<file path="config.mk">
export PLATFORM = sky130hd
export DESIGN_NAME = muldiv_controller
export DESIGN_NICKNAME = d
export VERILOG_FILES = /design/src/rtl/muldiv_controller_pkg.sv /design/src/rtl/muldiv_controller_iter.sv /design/src/rtl/muldiv_controller.sv
export SDC_FILE = /design/constraint.sdc
export NUM_CORES = 1
export LEC_CHECK = 0
export CELL_PAD_IN_SITES_DETAIL_PLACEMENT = 0
export CELL_PAD_IN_SITES_GLOBAL_PLACEMENT = 1
export CORE_ASPECT_RATIO = 1.1
export CORE_MARGIN = 10
export CORE_UTILIZATION = 30
export DETAILED_ROUTE_END_ITERATION = 6
export GPL_ROUTABILITY_DRIVEN = 0
export PLACE_DENSITY = 0.63
export SLEW_MARGIN = 30
export SYNTH_ARGS = -nofsm -noshare
export SYNTH_HDL_FRONTEND = slang
export SYNTH_SLANG_ARGS = --single-unit
</file>
<file path="constraint.sdc">
create_clock -name clk -period 3.05 [get_ports clk]
set_clock_uncertainty 0.2 [all_clocks]
set_input_delay 0.7625 -clock clk [delete_from_list [all_inputs] [get_ports clk]]
set_output_delay 0.7625 -clock clk [all_outputs]
set_load 0.005 [all_outputs]
</file>
<file path="src/rtl/muldiv_controller_pkg.sv">
// muldiv_controller_pkg
//   Shared encodings for the multiply/divide sequencer: the op codes EX
//   presents on `op`, the controller state encoding, and small op decoders.
package muldiv_controller_pkg;

  typedef enum logic [1:0] {
    MD_MULT  = 2'b00,
    MD_MULTU = 2'b01,
    MD_DIV   = 2'b10,
    MD_DIVU  = 2'b11
  } md_op_e;

  typedef enum logic [1:0] {
    ST_IDLE = 2'b00,
    ST_BUSY = 2'b01,
    ST_FIX  = 2'b10,
    ST_DONE = 2'b11
  } md_state_e;

  // op[1] selects divide, op[0] selects the unsigned flavour.
  function automatic logic op_is_div(input logic [1:0] op);
    return op[1];
  endfunction

  function automatic logic op_is_signed(input logic [1:0] op);
    return ~op[0];
  endfunction

endpackage

</file>
<file path="src/rtl/muldiv_controller_iter.sv">
// muldiv_controller_iter
//   One-step-per-enable iteration datapath shared by multiply and divide.
//   acc holds {upper, lower} halves:
//     multiply : upper = partial product, lower = remaining multiplier bits
//     divide   : upper = partial remainder, lower = dividend/quotient bits
// Ports:
//   clk, rst_n : clock, async active-low reset
//   load       : seed acc = {0, seed} and latch operand m
//   step       : perform one shift-add (mul) or restoring-subtract (div) step
//   is_div     : selects divide step when 1 (sampled on load)
//   seed       : multiplier (mul) or dividend (div)
//   m          : multiplicand (mul) or divisor (div)
//   acc        : 2*W-bit working register
module muldiv_controller_iter #(
  parameter int W = 32
) (
  input  logic           clk,
  input  logic           rst_n,
  input  logic           load,
  input  logic           step,
  input  logic           is_div,
  input  logic [W-1:0]   seed,
  input  logic [W-1:0]   m,
  output logic [2*W-1:0] acc
);

  logic [W-1:0] m_q;
  logic         div_q;

  // Multiply step: add multiplicand into the upper half when the current
  // multiplier LSB is set, then shift the whole accumulator right (keeping
  // the carry as the new top bit).
  logic [W:0] mul_sum;
  assign mul_sum = {1'b0, acc[2*W-1:W]} + (acc[0] ? {1'b0, m_q} : '0);

  // Divide step: shift {rem, dividend} left one; the shifted remainder needs
  // W+1 bits. One extra bit on the difference acts as the borrow flag.
  logic [W:0]   rem_sh;
  logic [W+1:0] diff;
  logic         borrow;
  assign rem_sh = acc[2*W-1:W-1];
  assign diff   = {1'b0, rem_sh} - {2'b00, m_q};
  assign borrow = diff[W+1];

  always_ff @(posedge clk or negedge rst_n) begin
    if (!rst_n) begin
      acc   <= '0;
      m_q   <= '0;
      div_q <= 1'b0;
    end else if (load) begin
      acc   <= {{W{1'b0}}, seed};
      m_q   <= m;
      div_q <= is_div;
    end else if (step) begin
      if (!div_q)
        acc <= {mul_sum, acc[W-1:1]};
      else if (!borrow)
        acc <= {diff[W-1:0], acc[W-2:0], 1'b1};
      else
        acc <= {rem_sh[W-1:0], acc[W-2:0], 1'b0};
    end
  end

endmodule

</file>
<file path="src/rtl/muldiv_controller.sv">
// muldiv_controller
//   Multi-cycle MULT/MULTU/DIV/DIVU sequencer owning HI/LO.
//   IDLE -> BUSY (DATA_WIDTH iterations) -> FIX (sign correction, HI/LO
//   commit) -> DONE (one-cycle done pulse) -> IDLE. flush aborts anywhere.
// Handshake: a request is `start` held in EX; it is accepted in IDLE when
//   !flush. `stall` holds EX until the DONE cycle, in which `start` still
//   shows the same instruction and is ignored.
// Ports:
//   clk, rst_n        : clock, async active-low reset
//   start, op, rs, rt : request, op code, operands
//   flush             : abort in-flight op, no commit, no done
//   wr_hi, wr_lo      : MTHI/MTLO enables (IDLE/DONE only), data on wr_data
//   stall, busy, done : pipeline hold, BUSY|FIX, result-commit pulse
//   hi, lo            : architectural HI/LO
module muldiv_controller
  import muldiv_controller_pkg::*;
#(
  parameter int DATA_WIDTH = 32,
  parameter int CNT_WIDTH  = 5
) (
  input  logic                  clk,
  input  logic                  rst_n,
  input  logic                  start,
  input  logic [1:0]            op,
  input  logic [DATA_WIDTH-1:0] rs,
  input  logic [DATA_WIDTH-1:0] rt,
  input  logic                  flush,
  input  logic                  wr_hi,
  input  logic                  wr_lo,
  input  logic [DATA_WIDTH-1:0] wr_data,
  output logic                  stall,
  output logic                  busy,
  output logic                  done,
  output logic [DATA_WIDTH-1:0] hi,
  output logic [DATA_WIDTH-1:0] lo
);

  localparam int W = DATA_WIDTH;

  md_state_e            state, state_nx;
  logic [CNT_WIDTH-1:0] cnt;
  logic                 sign_a, sign_b, is_div, is_sgn, b_zero;
  logic                 accept, last_iter;
  logic [W-1:0]         rs_abs, rt_abs;
  logic [2*W-1:0]       acc;

  assign accept    = (state == ST_IDLE) && start && !flush;
  assign last_iter = (cnt == CNT_WIDTH'(W - 1));

  // Signed ops iterate on magnitudes; 0x80000000 maps to itself, which is
  // the correct unsigned magnitude.
  assign rs_abs = (op_is_signed(op) && rs[W-1]) ? -rs : rs;
  assign rt_abs = (op_is_signed(op) && rt[W-1]) ? -rt : rt;

  muldiv_controller_iter #(.W(W)) u_iter (
    .clk    (clk),
    .rst_n  (rst_n),
    .load   (accept),
    .step   (state == ST_BUSY),
    .is_div (op_is_div(op)),
    .seed   (op_is_div(op) ? rs_abs : rt_abs),
    .m      (op_is_div(op) ? rt_abs : rs_abs),
    .acc    (acc)
  );

  always_ff @(posedge clk or negedge rst_n) begin
    if (!rst_n) state <= ST_IDLE;
    else        state <= state_nx;
  end

  always_comb begin
    state_nx = state;
    stall    = 1'b0;
    busy     = 1'b0;
    done     = 1'b0;
    case (state)
      ST_IDLE: begin
        stall = accept;
        if (accept) state_nx = ST_BUSY;
      end
      ST_BUSY: begin
        stall = 1'b1;
        busy  = 1'b1;
        if (last_iter) state_nx = ST_FIX;
      end
      ST_FIX: begin
        stall    = 1'b1;
        busy     = 1'b1;
        state_nx = ST_DONE;
      end
      ST_DONE: begin
        done     = !flush;
        state_nx = ST_IDLE;
      end
      default: state_nx = ST_IDLE;
    endcase
    if (flush) state_nx = ST_IDLE;
  end

  // Counter and operand attributes captured at accept.
  always_ff @(posedge clk or negedge rst_n) begin
    if (!rst_n) begin
      cnt    <= '0;
      sign_a <= 1'b0;
      sign_b <= 1'b0;
      is_div <= 1'b0;
      is_sgn <= 1'b0;
      b_zero <= 1'b0;
    end else if (accept) begin
      cnt    <= '0;
      sign_a <= rs[W-1];
      sign_b <= rt[W-1];
      is_div <= op_is_div(op);
      is_sgn <= op_is_signed(op);
      b_zero <= (rt == '0);
    end else if (state == ST_BUSY) begin
      cnt <= cnt + 1'b1;
    end
  end

  // Sign correction. A zero divisor leaves the dividend magnitude in the
  // remainder, so the remainder fix alone restores hi=rs; lo is forced.
  logic [2*W-1:0] prod_fix;
  logic [W-1:0]   quot_fix, rem_fix, hi_res, lo_res;
  assign prod_fix = (is_sgn && (sign_a ^ sign_b)) ? -acc : acc;
  assign quot_fix = (is_sgn && (sign_a ^ sign_b)) ? -acc[W-1:0] : acc[W-1:0];
  assign rem_fix  = (is_sgn && sign_a) ? -acc[2*W-1:W] : acc[2*W-1:W];
  assign hi_res   = is_div ? rem_fix : prod_fix[2*W-1:W];
  assign lo_res   = is_div ? (b_zero ? {W{1'b1}} : quot_fix) : prod_fix[W-1:0];

  logic wr_open;
  assign wr_open = (state == ST_IDLE) || (state == ST_DONE);

  always_ff @(posedge clk or negedge rst_n) begin
    if (!rst_n) begin
      hi <= '0;
      lo <= '0;
    end else if (state == ST_FIX) begin
      if (!flush) begin
        hi <= hi_res;
        lo <= lo_res;
      end
    end else if (wr_open) begin
      if (wr_hi) hi <= wr_data;
      if (wr_lo) lo <= wr_data;
    end
  end

endmodule

</file>
* Word level (Yosys, flattened, before mapping)
Cells that the tools add are included.
** Storage, ports and cells
- Bits in latches :: 0
- RAM bits :: 0
- Memories kept :: 0
- Register bits after elaboration :: 172
- ROM bits :: 0
** Operators by class
- Reductions and logical operators :: 18
- Mux-type cells :: 32
- Div/mod/pow operators :: 0
- Add/subtract/negate cells :: 8
- Magnitude comparators :: 0
- Bitwise gates (word level) :: 2
- Shift operators :: 0
- Multipliers :: 0
- Eq/ne operators :: 7
** Operators with widths (count)
- 2-to-1 mux 32 bit :: 18
- 2-to-1 mux 64 bit :: 5
- negator 32 bit :: 4
- negator 64 bit :: 1
- subtractor 33 x 32 -> 34 bit :: 1
- adder 32 x 33 -> 33 bit :: 1
- logical NOT 32 bit :: 1
- 2-to-1 mux 5 bit :: 2
- case mux 2 bit (4 select lines) :: 1
- nonzero test 2 bit :: 4
- logical AND 1 bit :: 6
- 2-to-1 mux 2 bit :: 3
- != test 3 bit (second input constant) :: 2
- AND reduction 3 bit :: 2
- adder 5 x 1 -> 5 bit (second input constant) :: 1
- == test 5 bit (second input constant) :: 1
- == test 2 bit (second input constant) :: 2
- == test 2 x 1 -> 1 bit (second input constant) :: 1
- logical NOT 2 bit :: 1
- 2-to-1 mux 1 bit :: 2
- != test 2 bit (second input constant) :: 1
- case mux 1 bit (2 select lines) :: 1
- AND reduction 2 bit :: 1
- OR reduction 2 bit :: 1
- other kinds (4) :: 4

* Depth between registers and ports, before layout
Gate-level depths: netlist of run 1.
- Depth in word-level cells :: 7
- Gate-level depth with buffers :: 14

* Modules after synthesis
A second synthesis of run 1 with hierarchy kept.
** Second synthesis, totals
- Cell total of the unflattened synthesis :: 2003
- Area total of the unflattened synthesis :: 15717.6 µm²
** Modules (own cells, without submodules)
- muldiv_controller_iter :: cells each 1075, sequential area each 2427.3 µm², instances 1, area an instance 8514.4 µm²
- muldiv_controller :: cells each 928, sequential area each 1901.8 µm², instances 1, area an instance 7203.2 µm²

* Least setup slack after synthesis of run 1
No wires, ideal clock.
- Path kind :: reg2reg
- Start :: register u_iter.acc[0]
- End :: register u_iter.acc[58]
- Buffers on the path :: 3
- Slack :: -0.255 ns
- Arrival :: 2.975 ns
- Stages on the path, launching flop included :: 14
- Cell sequence :: dfrtp_1 -> clkbuf_1 -> inv_1 -> clkbuf_1 -> nor2_1 -> ha_1 -> clkbuf_1 -> nand4_1 -> or4_1 -> a211oi_1 -> o21ai_0 -> a2111o_1 -> o2111ai_1 -> a21oi_1
** On the way
- Word-level cells in the longest chain between the ends :: 5
** Ends and longest elaborated chain
- start, declared :: line muldiv_controller_iter.sv:24 : output logic [2*W-1:0] acc
- start signal, assigned :: line muldiv_controller_iter.sv:51 : acc <= {{W{1'b0}}, seed};
- start signal, assigned :: line muldiv_controller_iter.sv:56 : acc <= {mul_sum, acc[W-1:1]};
- start signal, assigned :: line muldiv_controller_iter.sv:58 : acc <= {diff[W-1:0], acc[W-2:0], 1'b1};
- 2-to-1 mux 32 bit :: line muldiv_controller_iter.sv:34 : assign mul_sum = {1'b0, acc[2*W-1:W]} + (acc[0] ? {1'b0, m_q} : '0);
- adder 32 x 33 -> 33 bit :: line muldiv_controller_iter.sv:34
- 2-to-1 mux 64 bit :: line muldiv_controller_iter.sv:55 : if (!div_q)
- 2-to-1 mux 64 bit :: line muldiv_controller_iter.sv:54 : end else if (step) begin
- 2-to-1 mux 64 bit :: line muldiv_controller_iter.sv:50 : end else if (load) begin
No other way between the ends. The select of a mux whose other input is x is not followed.
A chain may end at the register's enable or synchronous reset.

* Worst setup path after layout of run 1
- Start :: register u_iter.acc[0]
- End :: register u_iter.acc[62]
Same word-level chain as after synthesis.

==> key figures, run 1 <==
Status
  – Outcome: finished, violations left
  – Failing checks: negative setup slack

Placement
  – Post-Place Worst Slack: -0.7300 ns
  – Dpl hpwl: 53.81 mm
  – Placed insts: between 3000 and 4000
  – Port buffer count: 170
  – Area post-placement: 20630 µm²

Logic synthesis
  – Most used DFF post-synth: dfrtp_1
  – Yosys warning count: 0
  – Post-synthesis mux area share: 4.976%
  – Fraction of the mapped netlist area in adder cells: between 6 and 7%
  – Post-synthesis register bit count: about 170
  – Post-Syn Area: around 15000 µm²
  – Largest area contributor in the synthesized netlist: dfrtp_1
  – Mapped Nets: 2144
  – Post-synth EDFFs: 0
  – Most frequent cell after synthesis: o21ai_0
  – Syn Area/Cell: a little under 8 µm²
  – Largest family of logic cells by synthesized area: compound AO/OA/AOI/OAI gates
  – Post-synthesis compound-gate area fraction: 26.62%
  – Sequential area share after synthesis: between 20% and 30%
  – Synthesized instance count: 1962
  – Post-synth top cells: o21ai_0 (222), nand2_1 (219), dfrtp_1 (172), a21oi_1 (156), nor2_1 (153)
  – Library cells used by synthesis: 80
  – Share of the synthesized area in the top cell type: 28.06%
  – Synth top area cells: dfrtp_1 (28%), o21ai_0 (7.2%), ha_1 (6.2%), nand2_1 (5.4%), a21oi_1 (5.1%)
  – Post-synth ARST share: between 90% and 100%
  – Post-synthesis simple-gate area fraction: 19.67%
  – Xor-xnor portion of the synthesized cell area: about 9.1%

Final layout
  – Area of the multi-input gates: 11230 µm²
  – Layout cells sized above 1: 26.13%
  – # fillers: 5073
  – Diode count: 0
  – Non-filler cells, final: ~3100
  – Area grow syn2layout: 45.99%
  – Fin nets: 2649
  – Register area: between 4000 and 5000 µm²
  – Final instance area: 22390 µm²

Setup path
  – CP max stage cell: dfrtp_1
  – WP buf/inv: 3
  – Crit path kind: reg -> reg
  – Worst Setup End Kind: register
  – Most frequent cell on the critical path: o211ai_1
  – R2r setup slk: -0.13 ns
  – FF-to-FF Start: u_iter.acc[0]$_DFFE_PN0P_
  – Worst setup SP type: register
  – CP top delay family: compound AO/OA/AOI/OAI gates
  – Reg2reg path depth: 13
  – Critical path fanouts, max: 13
  – Critical path endpoint: u_iter.acc[62]$_DFFE_PN0P_
  – Critical path depth: 13
  – Slowest cell delay on critical path: ~0.42 ns
  – CP Data Arrival Time: 3.31 ns
  – Critical Path Start: u_iter.acc[0]$_DFFE_PN0P_
  – R2r endpoint: u_iter.acc[62]$_DFFE_PN0P_
  – Worst Path Required: 3.19 ns
  – Crit path cell chain: inv_2, buf_12, nor2_1, ha_1, buf_4, nand2_1, o211ai_1, a31oi_1, o221ai_1, o21ai_1, a21oi_1, mux2i_1, o211ai_1

Min path
  – Worst Hold Class: in -> async

Detailed routing
  – Wire per inst: 21.40 µm
  – DR vias: approximately 17000
  – DR pass1 iterations: 6
  – Via/cell ratio: 5.415
  – Detailed router's first-iteration violation count: 1268
  – DRC: 0
  – Post-Route WL: ~67 mm
  – Antenna viol nets, final: 0

Global route
  – Initial antenna violation count: 1
  – GRT overflow: 0
  – Gr usage total: 21.29%
  – First-pass GRT wire length: ~100 mm
  – Vias in the first global route: 16870
  – Largest net degree at the start of global routing: 65

Clock tree
  – CTS tree: built
  – Clk sinks: 172
  – Clk Latency, worst-skew pair: 0.46 ns
  – Longest Clk Path Bufs: 2
  – CTS root buffer: clkbuf_16
  – Num CTS Buffers: 17
  – CTS clock-pin slew for the worst setup and hold paths: around 0.08 ns
  – CTS H-tree depth: 4

Floorplanning
  – Initial core utilization: between 30% and 40%
  – Ports: 171
  – DIE WIDTH: 235.6 µm
  – Row cnt: 86
  – Die height: 257.2 µm
  – Die area: 60590 µm²
  – CORE AREA: around 50000 µm²

Timing
  – Slew HR: 29.81%
  – Final hold vios: 0
  – Period utilization: 104.2%
  – Final Setup Violations: 10
  – Fmax: 0.3145 GHz
  – Fin worst setup slack: -0.1295 ns
  – RSZ-0062 raised after global routing: yes
  – Period minus WS final: 3.179 ns
  – Final slew viol count: 0
  – Worst-Margin Slew: 1.049 ns

Pwr
  – Leakage: just under 10 nW
  – Maximum VDD drop: 551.3 µV
  – Total power: 25.49 mW
  – PwrDens: 1138 nW/µm²

Flow run
  – # Max-Cap Violations: 0
==> state kept, by name, indices dropped and copies added (netlist names) <==
register and count:
state 2, is_sgn 1, u_iter.acc 64, sign_a 1, is_div 1, hi 32, lo 32, sign_b 1
cnt 5, b_zero 1, u_iter.m_q 32
==> through the flow <==
step | utilization [%] | hold WS, ns | TNS [ns]
floorplan | - | 0.2436 | -1.358
finish | 44.47 | 0.03225 | -0.5447
CTS | 42.94 | 0.03945 | -0.4126
detailed placement | 40.96 | 0.2681 | -32.84
global route | 44.47 | 0.05153 | -2.636
global placement | 40.96 | 0.2615 | -31.78
==> cell usage in the layout (no fill, tap or decap), drive strengths merged, types with 79 or more instances in the layout <==
master	n
dfrtp	172
o21ai	227
xnor2	79
nand2	221
nor2	153
xor2	81
clkdlybuf4s50	154
buf	444
a21oi	157
==> final cells by class <==
| type | count | share of cell area, % |
|---|---|---|
| multi-input combinational | 1598 | 50.13 |
| timing repair buffer | 606 | 23.24 |
| sequential | 172 | 19.23 |
| tap | 660 | 3.688 |
| clock buffer | 20 | 2.039 |
| inverter | 72 | 1.207 |
| clock inverter | 12 | 0.4693 |
==> worst reg2reg max path: stages (launching register included) <==
cell      delay, ns
dfrtp_1        0.42
inv_2          0.12
buf_12         0.15
nor2_1         0.06
ha_1           0.35
buf_4          0.13
nand2_1        0.06
o211ai_1       0.29
a31oi_1        0.17
o221ai_1       0.36
o21ai_1        0.16
a21oi_1        0.23
mux2i_1        0.26
o211ai_1       0.11
==> metal layers <==
layer | part of all wire (%) | wire length (µm) | track usage [%] | vias to the layer above
met5 | 0 | 0 | 0 | -
met4 | 4.2 | 2849 | 9.389 | 0
met3 | 4.4 | 2933 | 2.760 | 112
met2 | 48 | 32470 | 36.26 | 490
met1 | 43 | 28950 | 26.37 | 8229
li1 | - | - | - | 8173
==> cells by family after synthesis <==
group	after synthesis
AND/OR/NAND/NOR	625
flip-flops	172
XOR/XNOR	160
multiplexers	76
buffers and inverters	192
adder cells (fa/ha/maj)	78
AO/OA/AOI/OAI	659
==> power by group <==
group	internal (mW)	switching (mW)	total, mW	leakage, nW
registers	3.37	0.962	4.34	2.13
logic	8.73	10.2	18.9	7.30
clock network	1.11	1.11	2.22	0.275
==> how the worst min path moves through the flow <==
stage	start	endpoint	slack, ns	cells after the start
floorplan	b_zero$_DFFE_PN0P_	b_zero$_DFFE_PN0P_	0.24	2
global placement	lo[21]$_DFFE_PN0P_	lo[21]$_DFFE_PN0P_	0.26	1
detailed placement	hi[2]$_DFFE_PN0P_	hi[2]$_DFFE_PN0P_	0.27	2
CTS	rst_n	lo[10]$_DFFE_PN0P_	0.04	1
global route	rst_n	lo[10]$_DFFE_PN0P_	0.05	1
finish	rst_n	lo[10]$_DFFE_PN0P_	0.03	1
==> timing repair <==
action | in CTS | in global routing
setup buffers | 13 | 17
pin swaps | 39 | 90
setup endpoints to repair | 75 | 80
gates cloned | 1 | 0
hold buffers | 0 | 0
gates resized for setup | 115 | 135
No activity file was read; power rests on OpenSTA's default activity.
==> run 2: changes to the inputs <==
--- a/config.mk
+++ b/config.mk
@@ -10,9 +10,10 @@
 export CORE_ASPECT_RATIO = 1.1
 export CORE_MARGIN = 10
 export CORE_UTILIZATION = 30
+export CTS_BUF_LIST = sky130_fd_sc_hd__clkbuf_4 sky130_fd_sc_hd__clkbuf_8 sky130_fd_sc_hd__clkbuf_16
 export DETAILED_ROUTE_END_ITERATION = 6
 export GPL_ROUTABILITY_DRIVEN = 0
-export PLACE_DENSITY = 0.63
+export PLACE_DENSITY = 0.61
 export SLEW_MARGIN = 30
 export SYNTH_ARGS = -nofsm -noshare
 export SYNTH_HDL_FRONTEND = slang
==> constraint.sdc (replaced) <==
create_clock -name clk -period 3.3 [get_ports clk]
set_clock_uncertainty 0.2 [all_clocks]
set_input_delay 0.825 -clock clk [delete_from_list [all_inputs] [get_ports clk]]
set_output_delay 0.825 -clock clk [all_outputs]
set_load 0.005 [all_outputs]
==> key figures, run 2 (same netlist as run 1, synthesis figures left out) <==
Setup path
  – Worst Setup End Kind: register
  – Worst setup SP type: primary input
  – Crit path kind: in -> reg
  – Worst Path Required: about 3.4 ns
  – CP Data Arrival Time: 3.37 ns
  – Critical path fanouts, max: 7

Floorplanning
  – Ports: 171
  – Die height: 257.2 µm
  – DIE WIDTH: 235.6 µm
  – Die area: 60590 µm²
  – CORE AREA: between 50000 and 60000 µm²
  – Row cnt: 86
  – Initial core utilization: 30.46%

Global route
  – First-pass GRT wire length: about 98 mm
  – Vias in the first global route: 15590
  – Largest net degree at the start of global routing: 93
  – Initial antenna violation count: 1
  – Gr usage total: 20.75%
  – GRT overflow: 0

Detailed routing
  – DR pass1 iterations: 6
  – Via/cell ratio: 5.460
  – Post-Route WL: 65.31 mm
  – Wire per inst: 21.91 µm
  – Detailed router's first-iteration violation count: 1303
  – DRC: 0
  – DR vias: 16280
  – Antenna viol nets, final: 0

Clock tree
  – CTS root buffer: clkbuf_16
  – CTS clock-pin slew for the worst setup and hold paths: 0.07 ns
  – Num CTS Buffers: 17
  – CTS H-tree depth: 4
  – Clk Latency, worst-skew pair: 0.47 ns
  – Clk sinks: 172
  – Longest Clk Path Bufs: 2
  – CTS tree: built

Final layout
  – Highest-count cells in the layout ignoring fill and taps: buf_4 (262), nand2_1 (218), o21ai_0 (209), dfrtp_1 (171), clkdlybuf4s50_1 (159)
  – Register area: 4305 µm²
  – Largest register FFs: 64
  – Most common cell after layout, fill and taps aside: buf_4
  – Final instance area: 20600 µm²
  – Area of the multi-input gates: about 11000 µm²
  – Fin nets: about 2500
  – Area grow syn2layout: 34.30%
  – # fillers: between 5000 and 6000
  – Layout cells sized above 1: 17.59%
  – Biggest register: u_iter.acc

Pwr
  – Maximum VDD drop: about 470 µV
  – Internal: 11.24 mW
  – Clock power frac: 10.8%
  – Leakage: 8.853 nW
  – Sw Share: approximately 49%
  – Comb pwr share: between 70% and 80%
  – PwrDens: 1061 nW/µm²
  – NetSw: about 11 mW
  – Sequential Power Share: about a fifth

Placement
  – Area post-placement: 19470 µm²
  – Port buffer count: between 150 and 200
  – Dpl hpwl: 53.22 mm

Timing
  – Worst-Margin Slew: about 0.64 ns
  – Slew HR: 57.14%
  – Final hold vios: 0
  – Setup TNS: 0 ns
  – Final slew viol count: 0
  – Period minus WS final: 3.230 ns
  – Period utilization: ~98%
  – RSZ-0062 raised after global routing: yes
  – Final Setup Violations: 0
  – Fmax: 0.3096 GHz

Flow run
  – # Max-Cap Violations: 0

Min path
  – Worst Hold Class: in -> async

Status
  – Outcome: finished clean
run 2: power groups by stage:
stage	clock network [mW]	registers, mW	logic, mW
after floorplan	0	3.90	8.72
after global placement	0	4.05	14.7
after detailed placement	0	4.08	14.8
after CTS	2.40	4.04	15.0
after global routing	2.49	4.18	16.9
final	2.36	4.06	15.4
run 2: routing by layer:
layer	up-vias	global-route usage, %	share of wire [%]
met5	-	0	0
met4	0	8.623	3.9
met3	91	2.057	4.1
met2	463	34.45	47
met1	7883	27.00	45
li1	7840	-	-
run 2: layout make-up:
class                      count  share of cell area (%)
tap                          660                   4.009
multi-input combinational   1598                   51.46
clock inverter                15                   1.130
timing repair buffer         446                   19.11
inverter                      72                   1.312
antenna                        1                 0.01215
sequential                   172                   20.90
clock buffer                  17                   2.065
run 2: critical path, stage by stage:
cell            delay [ns]
dlymetal6s2s_1        0.13
or4_4                 0.54
or4_4                 0.55
or4_4                 0.50
buf_8                 0.17
o41ai_4               0.29
xor2_1                0.23
o221ai_1              0.15
run 2: through the flow:
step           utilization (%)  hold slack, ns  cells  total power, mW  worst slack (ns)
2_1_floorplan                -          0.2436   1962            12.62           0.02867
3_3_place_gp             38.66          0.2614   2933            18.77           -0.6301
3_5_place_dp             38.66          0.2697   2933            18.90           -0.6552
4_1_cts                  40.12          0.1416   2966            21.41          0.001674
5_1_grt                  40.90          0.1609   2980            23.55          -0.04834
6_report                 40.91          0.1251   2981            21.86           0.07042
run 2: path summary, 6_finish.rpt:
| path | start | slack, ns | endpoint | cells past startpoint |
|---|---|---|---|---|
| max reg2reg | u_iter.acc[0]$_DFFE_PN0P_ | 0.09 | u_iter.acc[58]$_DFFE_PN0P_ | 12 |
| min in group clk | hi[29]$_DFFE_PN0P_ | 0.28 | hi[29]$_DFFE_PN0P_ | 1 |
| max in group asynchronous | rst_n | 1.99 | lo[7]$_DFFE_PN0P_ | 2 |
| max | rt[2] | 0.07 | u_iter.m_q[29]$_DFFE_PN0P_ | 8 |
| min reg2reg | hi[29]$_DFFE_PN0P_ | 0.28 | hi[29]$_DFFE_PN0P_ | 1 |
| min | rst_n | 0.13 | lo[10]$_DFFE_PN0P_ | 1 |
run 2: what timing repair did:
item / CTS / global route
setup endpoints to repair: 32 / 60
buffers inserted: 1 / 14
gates resized for setup: 19 / 78
hold buffers: 0 / 0
pin swaps: 6 / 34
==> run 3: changes to the inputs <==
==> constraint.sdc (replaced) <==
create_clock -name clk -period 3.8 [get_ports clk]
set_clock_uncertainty 0.2 [all_clocks]
set_input_delay 0.95 -clock clk [delete_from_list [all_inputs] [get_ports clk]]
set_output_delay 0.95 -clock clk [all_outputs]
set_load 0.005 [all_outputs]
==> key figures, run 3 (same netlist as run 1, synthesis figures left out) <==
Status
  – Outcome: finished clean

Global route
  – Initial antenna violation count: 0
  – GR peak layer: met2
  – Gr usage total: around a fifth
  – First-pass GRT wire length: just under 100 mm
  – M3 GR Usage: 2.813%
  – Met2 Use GR: 34.30%
  – Largest net degree at the start of global routing: 73
  – Met1 Track Usage GR: 26.71%
  – Vias in the first global route: approximately 15000
  – GRT overflow: 0

Setup path
  – Critical path fanouts, max: 5
  – Reg2reg path depth: 12
  – Crit path kind: in -> reg
  – CP Data Arrival Time: 3.77 ns
  – FF-to-FF Start: u_iter.acc[31]$_DFFE_PN0P_
  – R2r endpoint: u_iter.acc[52]$_DFFE_PN0P_
  – R2r setup slk: 0.15 ns
  – Worst Setup End Kind: register
  – Worst setup SP type: primary input
  – Worst Path Required: around 3.9 ns

Min path
  – Worst Hold Class: in -> async

Detailed routing
  – DR pass1 iterations: 5
  – Wire per inst: between 20 and 25 µm
  – Antenna viol nets, final: 0
  – DRC: 0
  – Via/cell ratio: 5.505
  – Post-Route WL: 64.55 mm
  – DR vias: ~16000
  – Detailed router's first-iteration violation count: 1177

Final layout
  – Biggest register: u_iter.acc
  – Layout cells sized above 1: 9.646%
  – Most common cell after layout, fill and taps aside: o21ai_0
  – Largest register FFs: 64
  – Fin nets: 2346
  – # fillers: 5272
  – Highest-count cells in the layout ignoring fill and taps: o21ai_0 (222), nand2_1 (218), dfrtp_1 (170), clkdlybuf4s50_1 (168), a21oi_1 (156)
  – Diode count: 0
  – Area of the multi-input gates: 10280 µm²
  – Final instance area: between 15000 and 20000 µm²
  – Register area: between 4000 and 5000 µm²
  – Area grow syn2layout: 24.10%

Placement
  – Dpl hpwl: between 50 and 60 mm
  – Port buffer count: 170
  – Area post-placement: 18460 µm²

Floorplanning
  – Die area: 60590 µm²
  – Die height: approximately 260 µm
  – Initial core utilization: a little under a third
  – DIE WIDTH: ~240 µm
  – Row cnt: 86
  – Ports: 171
  – CORE AREA: slightly above 50000 µm²

Clock tree
  – CTS tree: built
  – Clk sinks: 172
  – CTS H-tree depth: 4
  – Clk Latency, worst-skew pair: around 0.47 ns
  – Num CTS Buffers: 17
  – CTS root buffer: clkbuf_16
  – CTS Hold Bufs: 0
  – Longest Clk Path Bufs: 2
  – CTS clock-pin slew for the worst setup and hold paths: roughly 0.07 ns

Timing
  – Final hold vios: 0
  – Worst-Margin Slew: 0.8413 ns
  – Slew HR: a little over two fifths
  – Period minus WS final: between 3 and 4 ns
  – Final slew viol count: 0
  – Final Setup Violations: 0
  – Period utilization: 96.07%
  – RSZ-0062 raised after global routing: no
  – Fmax: roughly 0.27 GHz

Pwr
  – Leakage: between 7 and 8 nW
  – PwrDens: approximately 900 nW/µm²
  – Maximum VDD drop: ~370 µV
  – Total power: 17.58 mW

Flow run
  – # Max-Cap Violations: 0
-- run 3: changes by cell type in the layout (fill, tap and decap cells not counted), moves of 6 or more --
cell | before | now
o21ai_1 | 15 | 4
o21ai_0 | 209 | 222
a21oi_1 | 150 | 156
a21oi_2 | 7 | 1
dlymetal6s2s_1 | 6 | 0
buf_4 | 262 | 126
clkdlybuf4s50_1 | 159 | 168
-- run 3: worst max-delay path by stage --
stage	from	end	slack (ns)	depth (start not counted)
2_1_floorplan	rt[1]	u_iter.m_q[25]$_DFFE_PN0P_	0.42	7
3_3_place_gp	rt[9]	u_iter.acc[28]$_DFFE_PN0P_	-0.28	8
3_5_place_dp	rt[10]	u_iter.acc[28]$_DFFE_PN0P_	-0.30	8
4_1_cts	u_iter.acc[31]$_DFFE_PN0P_	u_iter.acc[48]$_DFFE_PN0P_	0.13	12
5_1_grt	u_iter.acc[31]$_DFFE_PN0P_	u_iter.acc[60]$_DFFE_PN0P_	0.01	13
6_report	rt[9]	u_iter.m_q[28]$_DFFE_PN0P_	0.15	8
-- run 3: report_power, final --
part | switching, mW | internal (mW)
sequential | 0.891 | 2.71
combinational | 7.19 | 5.00
clock | 0.898 | 0.898
-- run 3: area by class of cell --
| cell class | count | share of cell area, % |
|---|---|---|
| clock buffers | 20 | 2.419 |
| inverters | 72 | 1.420 |
| clock inverters | 12 | 0.5587 |
| well taps | 660 | 4.338 |
| repair buffers | 303 | 14.62 |
| flip-flops and latches | 172 | 22.62 |
| multi-input cells | 1598 | 54.02 |
-- run 3: stage by stage --
stage	TNS (ns)	util [%]	std cells	setup slack (ns)	hold WS (ns)
global route	0	37.80	2837	0.01134	0.2924
detailed placement	-5.037	36.66	2805	-0.3037	0.2701
global placement	-4.677	36.65	2805	-0.2813	0.2617
finish	0	37.80	2837	0.1494	0.2454
floorplan	0	-	1962	0.4203	0.2436
CTS	0	37.80	2837	0.1333	0.2703
-- run 3: timing repair --
item / in CTS / in global routing
gates resized for setup: 2 / 1
pin swaps: 0 / 1
endpoints found under the setup margin: 1 / 2
gates cloned: 0 / 0
buffers inserted: 0 / 0
-- run 3: routing by layer --
layer / wire length (µm) / up-vias
met5: 0 / -
met4: 2112 / 0
met3: 3097 / 72
met2: 30550 / 439
met1: 28790 / 7553
li1: - / 7555
-- run 3: worst max-delay path: stages --
cell,delay [ns]
clkdlybuf4s50_1,0.42
or4_1,0.59
or3_1,0.40
or4_1,0.58
buf_4,0.21
o31ai_1,0.26
xor2_1,0.22
o221ai_1,0.14
